$ cat src/rtl/pc_sequencer.sv
// Fetch-stage PC sequencer: picks the PC-source mux input, registers the chosen PC,
// and owns redirect priority plus the post-redirect flush window.
module pc_sequencer #(
    parameter int               WIDTH        = 32,
    parameter logic [WIDTH-1:0] RESET_VECTOR = '0,
    parameter int               FLUSH_CYCLES = 2
) (
    input  logic             clk,
    input  logic             rst,
    input  logic             stall,
    input  logic             branch_taken,
    input  logic             jal,
    input  logic             jalr,
    input  logic             trap_req,
    input  logic             mret,
    input  logic [WIDTH-1:0] pc_mux_out,
    output logic [2:0]       pc_sel,
    output logic [WIDTH-1:0] pc,
    output logic             fetch_valid,
    output logic             flush
);

    localparam logic [2:0] SEL_SEQ    = 3'd0;
    localparam logic [2:0] SEL_BRANCH = 3'd1;
    localparam logic [2:0] SEL_JAL    = 3'd2;
    localparam logic [2:0] SEL_JALR   = 3'd3;
    localparam logic [2:0] SEL_TRAP   = 3'd4;
    localparam logic [2:0] SEL_MEPC   = 3'd5;
    localparam logic [2:0] SEL_HOLD   = 3'd6;
    localparam logic [2:0] SEL_RESET  = 3'd7;
    localparam logic [2:0] FLUSH_LOAD = 3'(FLUSH_CYCLES);

    typedef enum logic [1:0] {
        BOOT  = 2'd0,
        RUN   = 2'd1,
        FLUSH = 2'd2
    } state_e;

    state_e           state_q, state_d;
    logic [2:0]       flush_cnt_q, flush_cnt_d;
    logic [WIDTH-1:0] pc_q;

    always_comb begin
        state_d     = state_q;
        flush_cnt_d = flush_cnt_q;
        pc_sel      = SEL_RESET;
        fetch_valid = 1'b0;
        flush       = 1'b0;
        if (!rst) begin
            case (state_q)
                RUN: begin
                    if (trap_req)          pc_sel = SEL_TRAP;
                    else if (mret)         pc_sel = SEL_MEPC;
                    else if (jalr)         pc_sel = SEL_JALR;
                    else if (jal)          pc_sel = SEL_JAL;
                    else if (branch_taken) pc_sel = SEL_BRANCH;
                    else if (stall)        pc_sel = SEL_HOLD;
                    else                   pc_sel = SEL_SEQ;
                    fetch_valid = (pc_sel == SEL_SEQ);
                    if (pc_sel != SEL_SEQ && pc_sel != SEL_HOLD) begin
                        state_d     = FLUSH;
                        flush_cnt_d = FLUSH_LOAD;
                    end
                end
                FLUSH: begin
                    flush = 1'b1;
                    // Only a trap survives the window; other redirects belong to squashed work.
                    if (trap_req) begin
                        pc_sel      = SEL_TRAP;
                        flush_cnt_d = FLUSH_LOAD;
                    end else begin
                        pc_sel      = stall ? SEL_HOLD : SEL_SEQ;
                        flush_cnt_d = flush_cnt_q - 3'd1;
                        if (flush_cnt_q <= 3'd1) state_d = RUN;
                    end
                end
                default: begin
                    pc_sel  = SEL_RESET;
                    state_d = RUN;
                end
            endcase
        end
    end

    always_ff @(posedge clk) begin
        if (rst) begin
            state_q     <= BOOT;
            flush_cnt_q <= 3'd0;
            pc_q        <= RESET_VECTOR;
        end else begin
            state_q     <= state_d;
            flush_cnt_q <= flush_cnt_d;
            pc_q        <= pc_mux_out;
        end
    end

    assign pc = pc_q;

endmodule

$ cat config.mk
export PLATFORM = sky130hd
export DESIGN_NAME = pc_sequencer
export DESIGN_NICKNAME = d
export VERILOG_FILES = /design/src/rtl/pc_sequencer.sv
export SDC_FILE = /design/constraint.sdc
export NUM_CORES = 1
export LEC_CHECK = 0
export BUFFER_PORTS_ARGS = -buffer_cell sky130_fd_sc_hd__buf_2
export CELL_PAD_IN_SITES_DETAIL_PLACEMENT = 0
export CELL_PAD_IN_SITES_GLOBAL_PLACEMENT = 1
export CORE_MARGIN = 4
export CORE_UTILIZATION = 24
export DETAILED_ROUTE_END_ITERATION = 8
export PLACE_DENSITY_LB_ADDON = 0.1
export SETUP_SLACK_MARGIN = 0.5
export SLEW_MARGIN = 20
export SYNTH_ARGS = -nofsm -noshare
export SYNTH_HDL_FRONTEND = slang
export SYNTH_SLANG_ARGS = --single-unit
$ cat constraint.sdc
create_clock -name clk -period 1.8 [get_ports clk]
set_input_delay 0.27 -clock clk [delete_from_list [all_inputs] [get_ports clk]]
set_output_delay 0.27 -clock clk [all_outputs]
set_load 0.005 [all_outputs]
==> metrics.json <==
{
  "outcome": "completed",
  "period_minus_slack_ns": 1.64,
  "num_vias": 1108,
  "timing.slew.headroom": 0.779,
  "ir_drop_worst_case_vdd_uv": 387,
  "cts_max_level": 2,
  "critPathTopFamily": "flip-flops",
  "setup_repair_after_global_routing_missed_its_margin": "true",
  "fin_setup_tns_ns": 0,
  "timing.hold.worst.class": "in -> reg",
  "period_utilization": 0.908,
  "max_freq_ghz": 0.612,
  "start_util": 0.250,
  "clock-skew-final_ns": 0.000588,
  "cp.arrival_ns": 1.37,
  "leakagePower_nw": 0.918,
  "detailed_place.area_sq_um": 1760,
  "layout.cell_area.non_filler_sq_um": 1960,
  "startpoint_type": "flip-flop",
  "synth.distinct_cells": 29,
  "cp_slowest_cell": "sky130_fd_sc_hd__dfxtp_2",
  "hold_viol": 0,
  "yosys_most_used_dff": "sky130_fd_sc_hd__dfxtp_1",
  "layout.nets": 251,
  "pin_count": 77,
  "setup_viol": 0,
  "fp.dieArea_sq_um": 6620,
  "diodes": 0,
  "final.hold.worst_slack_ns": 0.190,
  "drt_iter0_markers": 25,
  "syn-cell-area_sq_um": 1290,
  "grt_use_total": 0.0973,
  "area_growth_from_synthesis_to_layout_pct": 51.4,
  "clkTransAtPathRegs_ns": 0.08,
  "syn-num-nets": 166,
  "final_layout_size_suffix_gt1_frac": 0.510,
  "syn_inst": 122,
  "detail_route.vias_per_cell": 3.99,
  "worst_slew_pin_slew_ns": 0.331,
  "timing_worst_setup_path_type": "reg -> out",
  "gp_congestion": 0.727,
  "core_sq_um": 5170,
  "timing.critical_path.cells": "inv_2 > ha_4 > nand2b_1 > o31a_1 > o21ai_1 > buf_2",
  "synth_area_leader_cell": "sky130_fd_sc_hd__dfxtp_1",
  "worst_path_bufs_invs": 2,
  "number_of_global_route_vias_before_repair": 1120,
  "drt-wirelength-per-cell_um": 11.4,
  "ff2ff_setup_slack_ns": 0.39,
  "clock_tree.buffer_depth": 2,
  "power.density_nw_per_um2": 989,
  "cts_root_buffer": "sky130_fd_sc_hd__clkbuf_8",
  "worst_skew_pair.late_latency_ns": 0.28,
  "path_max_fanout": 5,
  "total_of_warnings_raised_by_yosys": 0,
  "global_route.overflow_total": 0,
  "maximum_number_of_pins_on_one_net_before_global_route_repair": 18,
  "finalCoreUtilization": 0.378,
  "async_s_r_ff_share_synth": 0,
  "syn-mean-instance-area_sq_um": 10.6,
  "cts.sinks": 37,
  "rows": 26,
  "crit_path_max_incr_delay_ns": 0.34,
  "worstSetupEndpointType": "output pin",
  "grt_first_pass_wirelength_um": 4900,
  "post_detailed_route_count_of_antenna_violating_nets": 0,
  "yosysSeqAreaShare": 0.573,
  "detail_route.drc_violations": 0,
  "ys_ff_latch": 37,
  "drt_first_pass_iters": 4,
  "cts-buffers-inserted": 5,
  "slew_violations": 0,
  "die_height_um": 81.4,
  "port_buffers": 76,
  "antenna_found_initial": 0,
  "ys_top_cells_by_area": "sky130_fd_sc_hd__dfxtp_1 57%, sky130_fd_sc_hd__nor2b_1 16%, sky130_fd_sc_hd__ha_1 3.9%",
  "dp_hpwl_um": 2480,
  "max_cap_violations": 0,
  "yosys.area.top_type_share": 0.573,
  "postRouteWirelength_um": 3180,
  "die_x_um": 81.4,
  "clock_tree_from_tritoncts": "done",
  "synth-edff-count": 0,
  "critPathRequiredTime_ns": 1.53
}
area by class of cell:
class / instances / area (sq um)
clock buffer: 5 / 68.8
timing repair buffer: 82 / 425
tap: 70 / 87.6
clock inverter: 3 / 46.3
fill: 543 / 3220
sequential: 37 / 746
multi-input combinational: 74 / 557
inverter: 7 / 26.3
per-layer routing:
layer,global-route usage,up-vias,wire [um],part of all wire
met5,0,-,0,0
met3,0.0443,2,341,0.11
met1,0.115,491,1280,0.40
li1,-,566,-,-
met2,0.154,49,1540,0.48
met4,0.0372,0,19,0.0060
final timing paths:
path / from / endpoint / cells past startpoint
worst max-delay path: state_q[1] / pc_sel[1] / 6
worst min-delay path: pc_mux_out[9] / pc[9] / 2
worst max register to register: state_q[1] / state_q[1] / 7
worst min register to register: flush_cnt_q[1] / flush_cnt_q[1] / 2
worst reg2reg max path, stage by stage, from the launching register on:
cell	delay [ns]
sky130_fd_sc_hd__dfxtp_2	0.34
sky130_fd_sc_hd__inv_2	0.06
sky130_fd_sc_hd__ha_4	0.15
sky130_fd_sc_hd__nor3b_4	0.19
sky130_fd_sc_hd__buf_4	0.15
sky130_fd_sc_hd__and2_4	0.16
sky130_fd_sc_hd__nor2_2	0.04
sky130_fd_sc_hd__o221a_1	0.21
synthesized netlist by cell type (2+ instances only):
| cell | count |
|---|---|
| sky130_fd_sc_hd__a21oi_1 | 2 |
| sky130_fd_sc_hd__o21ai_0 | 5 |
| sky130_fd_sc_hd__dfxtp_1 | 37 |
| sky130_fd_sc_hd__o32ai_1 | 2 |
| sky130_fd_sc_hd__nor2b_1 | 34 |
| sky130_fd_sc_hd__ha_1 | 4 |
| sky130_fd_sc_hd__nand3_1 | 2 |
| sky130_fd_sc_hd__clkbuf_1 | 3 |
| sky130_fd_sc_hd__nor2_1 | 7 |
| sky130_fd_sc_hd__inv_1 | 7 |
flip-flops by register name, summed over array words and instances, names as in the netlist:
register,flops
state_q,2
flush_cnt_q,3
pc,32
kinds of logic after synthesis:
family | Yosys count | share of synthesized area
AND/OR/NAND/NOR | 53 | 0.256
flip-flops | 37 | 0.573
AO/OA/AOI/OAI | 17 | 0.0997
buffers and inverters | 11 | 0.0329
adder cells (fa/ha/maj) | 4 | 0.0387
stage by stage:
| stage | worst slack (ns) | cells | total power [mW] |
|---|---|---|---|
| 2_1_floorplan | 0.515 | 122 | 1.06 |
| 3_3_place_gp | 0.358 | 266 | 1.18 |
| 3_5_place_dp | 0.310 | 266 | 1.19 |
| 4_1_cts | 0.142 | 278 | 1.97 |
| 5_1_grt | 0.0743 | 278 | 2.06 |
| 6_report | 0.165 | 278 | 1.93 |
cell usage in the layout, fill, tap and decap left out, types with 2 or more instances in the layout:
cell	instances
sky130_fd_sc_hd__buf_2	76
sky130_fd_sc_hd__buf_4	6
sky130_fd_sc_hd__clkbuf_8	5
sky130_fd_sc_hd__dfxtp_1	35
sky130_fd_sc_hd__ha_1	2
sky130_fd_sc_hd__inv_1	5
sky130_fd_sc_hd__inv_2	2
sky130_fd_sc_hd__nand3_1	2
sky130_fd_sc_hd__nor2_1	5
sky130_fd_sc_hd__nor2_2	3
sky130_fd_sc_hd__nor2b_1	33
sky130_fd_sc_hd__o21ai_0	3
sky130_fd_sc_hd__o21ai_1	2
what timing repair did:
item | 4_1_cts | 5_1_grt
endpoints found under the setup margin | 10 | 10
endpoints found under the hold margin | 0 | 0
gates cloned | 0 | 0
setup buffers | 4 | 0
resized for setup | 13 | 3
pin swaps | 8 | 3
hold buffers | 0 | 0
where the power goes:
group          switching, mW  internal [mW]  leakage, nW
Sequential            0.0228          0.874        0.309
Clock                  0.295          0.414       0.0543
Combinational          0.151          0.177        0.555
Power figures use the tool's default switching activity.
